<file path="src/rtl/control_pkg.sv">
// Shared types, opcode encodings and decode helpers for the instruction control sequencer.
package control_pkg;

   typedef enum logic [3:0] {
      S_RESET, S_FETCH, S_FETCH_WAIT, S_INC_PC, S_DECODE, S_RD_X, S_RD_Y,
      S_ALU, S_WB, S_MEM_REQ, S_MEM_WAIT, S_MEM_WB, S_JUMP, S_TRAP
   } state_t;

   typedef struct packed {
      logic pc_reset;
      logic ir_load;
      logic pc_inc;
      logic rx_rd;
      logic ry_rd;
      logic imm_sel;
      logic alu_en;
      logic flag_wr;
      logic rx_wr_alu;
      logic rx_wr_mem;
      logic mem_addr_ld;
      logic pc_load;
      logic link_wr;
   } ctrl_t;

   localparam logic [3:0] OP_MV   = 4'b0000;
   localparam logic [3:0] OP_ADD  = 4'b0001;
   localparam logic [3:0] OP_SUB  = 4'b0010;
   localparam logic [3:0] OP_CMP  = 4'b0011;
   localparam logic [3:0] OP_LD   = 4'b0100;
   localparam logic [3:0] OP_ST   = 4'b0101;
   localparam logic [3:0] OP_MVHI = 4'b0110;
   localparam logic [3:0] OP_J    = 4'b1000;
   localparam logic [3:0] OP_JZ   = 4'b1001;
   localparam logic [3:0] OP_JN   = 4'b1010;
   localparam logic [3:0] OP_CALL = 4'b1100;

   // Latency counter width: holds MEM_LAT-1 for MEM_LAT up to 7.
   localparam int LAT_W = 3;

   function automatic logic is_legal(input logic imm, input logic [3:0] op);
      case (op)
         OP_MV, OP_ADD, OP_SUB, OP_CMP,
         OP_J, OP_JZ, OP_JN, OP_CALL: return 1'b1;
         OP_LD, OP_ST:                return !imm;
         OP_MVHI:                     return imm;
         default:                     return 1'b0;
      endcase
   endfunction

   function automatic logic is_jump(input logic [3:0] op);
      return op inside {OP_J, OP_JZ, OP_JN, OP_CALL};
   endfunction

   function automatic logic is_mem(input logic [3:0] op);
      return op inside {OP_LD, OP_ST};
   endfunction

endpackage

</file>
<file path="src/rtl/latency_counter.sv">
// Memory read latency down-counter shared by instruction fetch and data load waits.
module latency_counter
   import control_pkg::*;
#(
   parameter int W = LAT_W
) (
   input  logic         clk,
   input  logic         reset_n,
   input  logic         load,
   input  logic [W-1:0] load_val,
   output logic         done
);

   logic [W-1:0] cnt;

   // NOTE: sequential state uses non-blocking assignments so every flop samples pre-edge values.
   always_ff @(posedge clk or negedge reset_n) begin
      if (!reset_n)          cnt <= '0;
      else if (load)         cnt <= load_val;
      else if (cnt != '0)    cnt <= cnt - 1'b1;
   end

   assign done = (cnt == '0);

endmodule

</file>
<file path="src/rtl/control_sequencer.sv">
// Multi-cycle instruction control sequencer: fetch, decode, register/ALU/memory/jump phases, trap.
module control_sequencer
   import control_pkg::*;
#(
   parameter int OPC_W   = 5,
   parameter int MEM_LAT = 1,
   parameter int CNT_W   = 16
) (
   input  logic             clk,
   input  logic             reset_n,
   input  logic [OPC_W-1:0] i_opcode,
   input  logic             i_n,
   input  logic             i_z,
   input  logic             i_mem_waitrequest,
   input  logic             i_stall,
   output logic             o_mem_rd,
   output logic             o_mem_wr,
   output ctrl_t            o_ctrl,
   output state_t           o_state,
   output logic             o_trap,
   output logic [CNT_W-1:0] o_retired
);

   localparam logic [LAT_W-1:0] LAT_LOAD = LAT_W'(MEM_LAT - 1);

   state_t     state, state_nx;
   logic       imm;
   logic [3:0] op;
   logic       lat_load, lat_done;
   logic       retire;

   assign imm = i_opcode[OPC_W-1];
   assign op  = i_opcode[3:0];

   latency_counter #(.W(LAT_W)) u_lat (
      .clk      (clk),
      .reset_n  (reset_n),
      .load     (lat_load),
      .load_val (LAT_LOAD),
      .done     (lat_done)
   );

   always_ff @(posedge clk or negedge reset_n) begin
      if (!reset_n) state <= S_RESET;
      else          state <= state_nx;
   end

   // NOTE: every always_comb output gets a default first, so no path can infer a latch.
   always_comb begin
      state_nx = state;
      o_ctrl   = '0;
      o_mem_rd = 1'b0;
      o_mem_wr = 1'b0;
      lat_load = 1'b0;
      case (state)
         S_RESET: begin
            o_ctrl.pc_reset = 1'b1;
            state_nx        = S_FETCH;
         end
         S_FETCH: begin
            if (!i_stall) begin
               o_mem_rd = 1'b1;
               if (!i_mem_waitrequest) begin
                  lat_load = 1'b1;
                  state_nx = S_FETCH_WAIT;
               end
            end
         end
         S_FETCH_WAIT: begin
            if (lat_done) begin
               o_ctrl.ir_load = 1'b1;
               state_nx       = S_INC_PC;
            end
         end
         S_INC_PC: begin
            o_ctrl.pc_inc = 1'b1;
            state_nx      = S_DECODE;
         end
         S_DECODE: begin
            if (!is_legal(imm, op)) state_nx = S_TRAP;
            else if (is_jump(op))   state_nx = S_JUMP;
            else                    state_nx = S_RD_X;
         end
         S_RD_X: begin
            o_ctrl.rx_rd = 1'b1;
            state_nx     = imm ? S_ALU : S_RD_Y;
         end
         S_RD_Y: begin
            o_ctrl.ry_rd = 1'b1;
            if (is_mem(op)) begin
               o_ctrl.mem_addr_ld = 1'b1;
               state_nx           = S_MEM_REQ;
            end else begin
               state_nx = S_ALU;
            end
         end
         S_ALU: begin
            o_ctrl.alu_en  = 1'b1;
            o_ctrl.imm_sel = imm;
            o_ctrl.flag_wr = op inside {OP_ADD, OP_SUB, OP_CMP};
            state_nx       = (op == OP_CMP) ? S_FETCH : S_WB;
         end
         S_WB: begin
            o_ctrl.rx_wr_alu = 1'b1;
            state_nx         = S_FETCH;
         end
         S_MEM_REQ: begin
            o_mem_rd = (op == OP_LD);
            o_mem_wr = (op == OP_ST);
            if (!i_mem_waitrequest) begin
               if (op == OP_LD) begin
                  lat_load = 1'b1;
                  state_nx = S_MEM_WAIT;
               end else begin
                  state_nx = S_FETCH;
               end
            end
         end
         S_MEM_WAIT: begin
            if (lat_done) state_nx = S_MEM_WB;
         end
         S_MEM_WB: begin
            o_ctrl.rx_wr_mem = 1'b1;
            state_nx         = S_FETCH;
         end
         S_JUMP: begin
            o_ctrl.pc_load = (op == OP_J) || (op == OP_CALL) ||
                             ((op == OP_JZ) && i_z) || ((op == OP_JN) && i_n);
            o_ctrl.link_wr = (op == OP_CALL);
            state_nx       = S_FETCH;
         end
         S_TRAP: state_nx = S_TRAP;
         default: state_nx = S_TRAP;
      endcase
   end

   // Every return to FETCH except the one leaving RESET marks a completed instruction.
   assign retire = (state_nx == S_FETCH) && (state != S_FETCH) && (state != S_RESET);

   always_ff @(posedge clk or negedge reset_n) begin
      if (!reset_n)    o_retired <= '0;
      else if (retire) o_retired <= o_retired + 1'b1;
   end

   assign o_state = state;
   assign o_trap  = (state == S_TRAP);

endmodule

</file>
<file path="config.mk">
export PLATFORM = sky130hd
export DESIGN_NAME = control_sequencer
export DESIGN_NICKNAME = d
export VERILOG_FILES = /design/src/rtl/control_pkg.sv /design/src/rtl/latency_counter.sv /design/src/rtl/control_sequencer.sv
export SDC_FILE = /design/constraint.sdc
export NUM_CORES = 1
export LEC_CHECK = 0
export BUFFER_PORTS_ARGS = -buffer_cell sky130_fd_sc_hd__buf_2
export CAP_MARGIN = 40
export CELL_PAD_IN_SITES_DETAIL_PLACEMENT = 0
export CELL_PAD_IN_SITES_GLOBAL_PLACEMENT = 1
export CORE_MARGIN = 3
export CORE_UTILIZATION = 44
export CTS_BUF_LIST = sky130_fd_sc_hd__clkbuf_8
export CTS_CLUSTER_SIZE = 24
export DETAILED_ROUTE_END_ITERATION = 12
export PLACE_DENSITY = 0.91
export SKIP_CTS_REPAIR_TIMING = 1
export SYNTH_ARGS = -nofsm -noshare
export SYNTH_HDL_FRONTEND = slang
export SYNTH_SLANG_ARGS = --single-unit
</file>
<file path="constraint.sdc">
create_clock -name clk -period 5.8 [get_ports clk]
set_clock_uncertainty 0.1 [all_clocks]
set_input_delay 1.16 -clock clk [delete_from_list [all_inputs] [get_ports clk]]
set_output_delay 1.16 -clock clk [all_outputs]
set_load 0.02 [all_outputs]
</file>
Word level (Yosys, flattened, before mapping)
Cells that the tools add are included.

Register bits after elaboration: 23. Input bits: 11. Output and inout bits: 36. Word-level logic and storage cells: 86.

Add/subtract/negate cells: 2. Equal/unequal tests: 25. Muxes and demuxes: 36. Reductions and logical operators: 20.

Operators by type and width (number): equality test 4 bit, second input constant (10); 2-to-1 mux 4 bit (10); one-hot mux 4 bit (10 select lines) (1); equality test 4 x 3 -> 1 bit, second input constant (7); 2-to-1 mux 1 bit (18); adder 16 x 1 -> 16 bit, second input constant (1); equality test 4 x 2 -> 1 bit, second input constant (4); equality test 4 x 1 -> 1 bit, second input constant (3); 2-to-1 mux 3 bit (3); zero test 4 bit (2); nonzero test 4 bit (2); OR reduction 8 bit (1); nonzero test 3 bit (2); logical AND 1 bit (4); != test 4 x 1 -> 1 bit, second input constant (1); one-hot mux 1 bit (2 select lines) (2); nonzero test 2 bit (2); OR reduction 4 bit (1); zero test 3 bit (1); logical OR 1 bit (3); one-hot mux 1 bit (3 select lines) (1); subtractor 3 x 1 -> 3 bit, second input constant (1); 2-to-1 mux 2 bit (1); OR reduction 2 bit (1); zero test 1 bit (1).

Depth between registers and ports, before layout
Gate-level depths: netlist (run 1).

Depth after elaboration: 9. Depth in mapped cells: 8.

Cells and area by module
A second synthesis (run 1) with hierarchy kept.

Cells, all modules: 182. Area total of the unflattened synthesis: 1619.1 um^2.

Modules (own cells, without submodules): control_sequencer (instances 1, cells each 161, area an instance 1418.9 um^2, sequential area each 500.5 um^2); latency_counter (instances 1, cells each 21, area an instance 200.2 um^2, sequential area each 75.1 um^2).

Worst setup path after synthesis (run 1)
Ideal clock, no wire load.

Kind: input to output. From: input port i_opcode[1]. To: output port o_mem_rd. Arrival time: 2144 ps. Required time: 4540 ps. Slack: 2396 ps. Stages on the path: 4. Buffers on the path: 1. Cells stage by stage: buf_2 nor4b_2 o211ai_1 nor2_1.

Word-level cells in the longest chain between the ends: 2.

Ends and longest elaborated chain: start: declaration (line control_sequencer.sv:11) `input logic [OPC_W-1:0] i_opcode,`; equality test 4 x 3 -> 1 bit (line control_sequencer.sv:108) `o_mem_rd = (op == OP_LD);`; one-hot mux 1 bit (2 select lines) (line control_sequencer.sv:55) `case (state)`; end: declaration (line control_sequencer.sv:16) `output logic o_mem_rd,`.

No other way between the ends.

Worst setup path in the final report (run 1)
Same ends and word-level chain as after synthesis.

==> results of run 1 <==
worst register-to-register path, stage by stage (launching register included):
cell and delay (ns):
dfrtp_1 0.77, nand2_1 0.31, o32ai_4 0.34, buf_4 0.37
nor3_2 0.11, mux2_1 0.31
registers in the layout, summed over array words and instances, names as in the netlist:
register / count
o_retired: 16
o_state: 4
u_lat.cnt: 3
cell families after synthesis:
logic type / Yosys count / share of synthesized area (%)
xor gates and xnor gates: 16 / 8.02
DFF: 23 / 33.0
and+or+nand+nor: 88 / 37.7
muxes: 2 / 1.22
adders and majority gates: 3 / 2.15
buffers and inverters: 17 / 6.59
AOI/OAI and AO/OA: 27 / 11.4
worst max-delay path by stage:
stage / startpoint / to / cells past startpoint
after floorplan: i_opcode[1] / o_mem_rd / 4
after detailed placement: i_opcode[1] / o_mem_rd / 5
after global placement: i_opcode[1] / o_mem_rd / 5
after CTS: i_opcode[1] / o_mem_rd / 5
final: i_opcode[1] / o_mem_rd / 5
after global routing: i_opcode[1] / o_mem_rd / 5
metrics by stage:
step | power (mW) | util (%) | hold slack [ns] | setup WS (ns) | area [µm²]
after floorplan | 0.645 | - | 0.400 | 2.40 | 1750
after global placement | 0.723 | 52.0 | 0.355 | 2.33 | 1950
after detailed placement | 0.737 | 52.8 | 0.369 | 2.31 | 1980
after CTS | 0.839 | 54.0 | 0.385 | 2.31 | 2020
after global routing | 0.900 | 54.0 | 0.406 | 2.25 | 2020
final | 0.832 | 54.0 | 0.381 | 2.34 | 2020
cell usage after synthesis, drive strengths merged:
library cell / number / area, µm²
nor3: 5 / 30.0
dfrtp: 23 / 576
o211ai: 1 / 7.51
and4: 1 / 8.76
a21oi: 8 / 40.0
mux2i: 1 / 10.0
xor2: 15 / 131
o32ai: 1 / 27.5
ha: 3 / 37.5
o221ai: 1 / 8.76
o21ai: 6 / 30.0
nand2: 9 / 33.8
o21a: 2 / 15.0
and3: 6 / 37.5
inv: 5 / 18.8
o21bai: 1 / 7.51
nor2b: 1 / 6.26
a31oi: 1 / 6.26
nor3b: 1 / 18.8
nand3: 10 / 50.1
nand4: 4 / 25.0
nand2b: 5 / 31.3
o31ai: 1 / 7.51
nor4: 15 / 250
nor4b: 4 / 41.3
or2: 2 / 12.5
mux2: 1 / 11.3
nor2: 18 / 67.6
and2: 6 / 37.5
xnor2: 1 / 8.76
a21o: 2 / 22.5
o211a: 1 / 10.0
clkbuf: 2 / 7.51
nand3b: 1 / 7.51
buf: 10 / 88.8
o2111ai: 1 / 8.76
a211oi: 1 / 7.51
layout make-up:
cell class                      count  area share (%)
Timing Repair Buffer               48            13.1
Sequential cell                    23            28.5
Clock buffer                        3            2.04
Multi-Input combinational cell    136            52.2
Inverter                            5           0.928
Tap cell                           48            2.97
Clock inverter                      1           0.248
power breakdown:
part	switching [mW]	internal, mW
sequential	0.0818	0.205
clock	0.0508	0.0479
combinational	0.284	0.161
layer usage:
metal	GRT usage, %	up-vias	wire length, µm
met4	2.60	0	14
li1	-	715	-
met2	25.2	44	1700
met5	0	-	0
met1	22.0	650	1780
met3	2.19	2	194
==> impl_metrics.yaml, run 1 <==
status:
  status: "finished, final reports clean"
synthesis:
  synth_cell_types: 46
  synth_cells: 176
  yosysWarnings: 0
  ys_ff_latch: 23
  syn_nets: 190
  ys_seq_area_share_pct: 33.0
  synth_area_per_cell_um2: 9.92
  synth_area_um2: 1750
grt:
  overflow: 0
  grtUsageTotal_pct: 15.5
  grt_antenna_before_repair: 0
  grt_pass1_vias: 1349
  grt_max_degree: 24
  grt_first_pass_wirelength_um: 6360
sta:
  worstMarginPinSlew_ns: 0.659
  setup_viol: 0
  rsz0062_at_grt: "false"
  slew_headroom_pct: 56.1
  hold_viol: 0
  slew_viol_final: 0
  finalCritPeriodShare_pct: 59.6
  fmax_ghz: 0.289
  fin_tns_setup_ns: 0
  period_minus_slack_ns: 3.46
route:
  vias: 1411
  wire_per_inst_um: 14.0
  antenna_left: 0
  drc: 0
  viasPerCell: 5.34
  drt_wl_total_um: 3700
  drt_iter0_markers: 78
  first_pass_iters: 4
finish:
  instances_no_fill: 264
  ff_latch_area_um2: 576
  nNetsFinal: 231
  final_cell_mix: "buf_2 (46), dfrtp_1 (23), nor2_1 (18)"
  multiInputGateArea_um2: 1060
  drive_gt1_share_pct: 31.9
  syn_to_final_growth_pct: 15.8
  fill_cells: 367
  final_common_cell: "buf_2"
  antenna-diode-count: 0
critical_path:
  cp.required_ns: 4.54
  worstPathMaxFanout: 9
  startpoint_type: "input pin"
  path_buf_inv: 2
  crit_top_cell: "buf_2"
  ff2ff_setup_slack_ns: 3.37
  slowest_stage: "nor4b_2"
  cp-end-kind: "output port"
  path_cells: "buf_2 -> nor4b_2 -> o211ai_1 -> nor2_1 -> buf_2"
  r2r_end: "o_retired[1]"
  critPathArrivalTime_ns: 2.20
  critPathMaxStageDelay_ns: 0.47
  worst-setup-path-type: "in -> out"
  rr_worst_depth: 5
  cp_top_family: "simple AND/OR/NAND/NOR gates"
  r2r_start: "o_state[2]"
die:
  die_y_um: 69.0
  initial_utilization_pct: 46.7
  die_w_um: 69.0
  pin_count: 47
  coreArea_um2: 3740
  rows: 22
  die_area_um2: 4760
power_and_ir_drop:
  powerDensity_nw_per_um2: 411
  p_leak_nw: 0.959
  peakVddDrop_mv: 0.267
clocking:
  clkTransAtPathRegs_ns: 0.09
  cts_htree_levels: 1
  root_buffer: "clkbuf_8"
  cts_tree: "yes"
  clock-sinks: 23
  clk-insertion-delay-late_ns: 0.26
  cts_buffer_depth: 2
  numCtsBuffers: 3
hold_path:
  holdCritStartpoint: "o_retired[12]"
  hp-class: "reg -> reg"
  min_to: "o_retired[12]"
  hold_depth: 1
run:
  cap_violations: 0
placement:
  place.gp.congestion: 0.750
  place_inst: 260
  place_hpwl_um: 2700
  portBuffers: 46
Power figures use the tool's default switching activity.
==> inputs of run 2 (changes only) <==
--- a/config.mk
+++ b/config.mk
@@ -10,11 +10,11 @@
 export CELL_PAD_IN_SITES_DETAIL_PLACEMENT = 0
 export CELL_PAD_IN_SITES_GLOBAL_PLACEMENT = 1
 export CORE_MARGIN = 3
-export CORE_UTILIZATION = 44
+export CORE_UTILIZATION = 41
 export CTS_BUF_LIST = sky130_fd_sc_hd__clkbuf_8
 export CTS_CLUSTER_SIZE = 24
 export DETAILED_ROUTE_END_ITERATION = 12
-export PLACE_DENSITY = 0.91
+export PLACE_DENSITY = 0.86
 export SKIP_CTS_REPAIR_TIMING = 1
 export SYNTH_ARGS = -nofsm -noshare
 export SYNTH_HDL_FRONTEND = slang
==> constraint.sdc (replaced) <==
create_clock -name clk -period 3.3 [get_ports clk]
set_clock_uncertainty 0.1 [all_clocks]
set_input_delay 0.66 -clock clk [delete_from_list [all_inputs] [get_ports clk]]
set_output_delay 0.66 -clock clk [all_outputs]
set_load 0.02 [all_outputs]
==> impl_metrics.yaml, run 2 (synthesis gave the netlist of run 1 again) <==
status:
  status: "finished, final reports clean"
finish:
  utilization_pct: 49.6
  instances_no_fill: 267
  nNetsFinal: 232
  antenna-diode-count: 0
  final_common_cell: "buf_2"
  drive_gt1_share_pct: 31.8
  largest-register: "o_retired"
  syn_to_final_growth_pct: 15.1
  final_area_um2: 2010
  ff_latch_area_um2: 576
  largest_reg_flops: 16
  fill_cells: 400
  final_cell_mix: "buf_2 (46), dfrtp_1 (23), nor2_1 (18)"
  multiInputGateArea_um2: 1060
critical_path:
  startpoint_type: "register"
  cp.required_ns: 2.54
  worstPathMaxFanout: 17
  cp_top_family: "flip-flops"
  worst-setup-path-type: "reg -> out"
  path_cells: "inv_1 -> nand2_1 -> nor2_1 -> and2_1 -> buf_2"
  cp-end-kind: "output port"
  critPathArrivalTime_ns: 1.76
  critPathMaxStageDelay_ns: 0.65
  path_buf_inv: 2
  slowest_stage: "dfrtp_1"
  ff2ff_setup_slack_ns: 0.83
placement:
  portBuffers: 46
  place_area_um2: 1970
  place.gp.congestion: 0.763
  place_inst: 263
  place_hpwl_um: 2680
die:
  die_y_um: 71.3
  pin_count: 47
  coreArea_um2: 4060
  die_area_um2: 5080
  initial_utilization_pct: 43.0
  die_w_um: 71.3
  rows: 23
sta:
  slew_headroom_pct: 59.5
  setup_viol: 0
  worstMarginPinSlew_ns: 0.608
  period_minus_slack_ns: 2.52
  slew_viol_final: 0
  fmax_ghz: 0.397
  whs_ns: 0.261
  fin_tns_setup_ns: 0
  rsz0062_at_grt: "false"
  finalCritPeriodShare_pct: 76.3
  hold_viol: 0
clocking:
  clkTransAtPathRegs_ns: 0.08
  cts_buffer_depth: 2
  cts_htree_levels: 1
  root_buffer: "clkbuf_8"
  numCtsBuffers: 3
  clock-sinks: 23
  cts_tree: "yes"
  clk-insertion-delay-late_ns: 0.26
route:
  drt_iter0_markers: 191
  wire_per_inst_um: 13.7
  vias: 1428
  first_pass_iters: 4
  viasPerCell: 5.35
  drt_wl_total_um: 3660
  antenna_left: 0
  drc: 0
grt:
  grt_antenna_before_repair: 0
  grt_pass1_vias: 1288
  grt_first_pass_wirelength_um: 5990
  overflow: 0
  grtUsageTotal_pct: 14.1
  grt_max_degree: 24
run:
  cap_violations: 0
power_and_ir_drop:
  powerDensity_nw_per_um2: 721
  p_leak_nw: 0.960
  peakVddDrop_mv: 0.363
hold_path:
  hp-class: "in -> async"
[run 2: cell count changes in the layout (fill, tap and decap cells not counted)]
cell / previous run / this run
buf_4: 1 / 3
inv_1: 5 / 6
clkinv_2: 1 / 0
buf_16: 1 / 0
[run 2: routing by layer]
metal	GRT usage [%]	vias up	part of all wire, %
met5	0	-	0
met4	3.55	0	0.63
met3	1.96	4	5.1
met2	23.6	36	47
met1	19.3	671	48
li1	-	717	-
[run 2: worst reg2reg max path, cell delays in order, from the launching register on]
cell and delay, ns:
dfrtp_1 0.56, inv_1 0.23, nand2_1 0.20, o32ai_4 0.63, buf_4 0.36, nor4_1 0.11, xor2_1 0.16
[run 2: path summary, 6_finish.rpt]
check | startpoint | depth (start not counted) | endpoint
max | o_state[3] | 5 | o_ctrl[7]
min | reset_n | 1 | o_retired[14]
max reg2reg | o_state[3] | 6 | o_retired[5]
min reg2reg | o_retired[15] | 1 | o_retired[15]
max in group asynchronous | reset_n | 1 | u_lat.cnt[0]
min in group clk | o_retired[15] | 1 | o_retired[15]
[run 2: cell type report]
type | count | share of cell area, %
multi-input cells | 136 | 52.5
flip-flops and latches | 23 | 28.6
repair buffers | 49 | 12.6
well taps | 50 | 3.11
clock buffers | 3 | 2.05
inverters | 5 | 0.933
clock inverters | 1 | 0.187
[run 2: power breakdown]
group          internal (mW)  switching, mW  leakage (nW)
Clock                 0.0828         0.0837        0.0269
Sequential             0.362          0.114         0.293
Combinational          0.282          0.526         0.640
[run 2: stage by stage]
| stage | worst slack [ns] | power [mW] |
|---|---|---|
| finish | 0.783 | 1.45 |
| floorplan | 0.653 | 1.13 |
| CTS | 0.795 | 1.47 |
| global placement | 0.717 | 1.28 |
| detailed placement | 0.655 | 1.30 |
| global route | 0.641 | 1.57 |
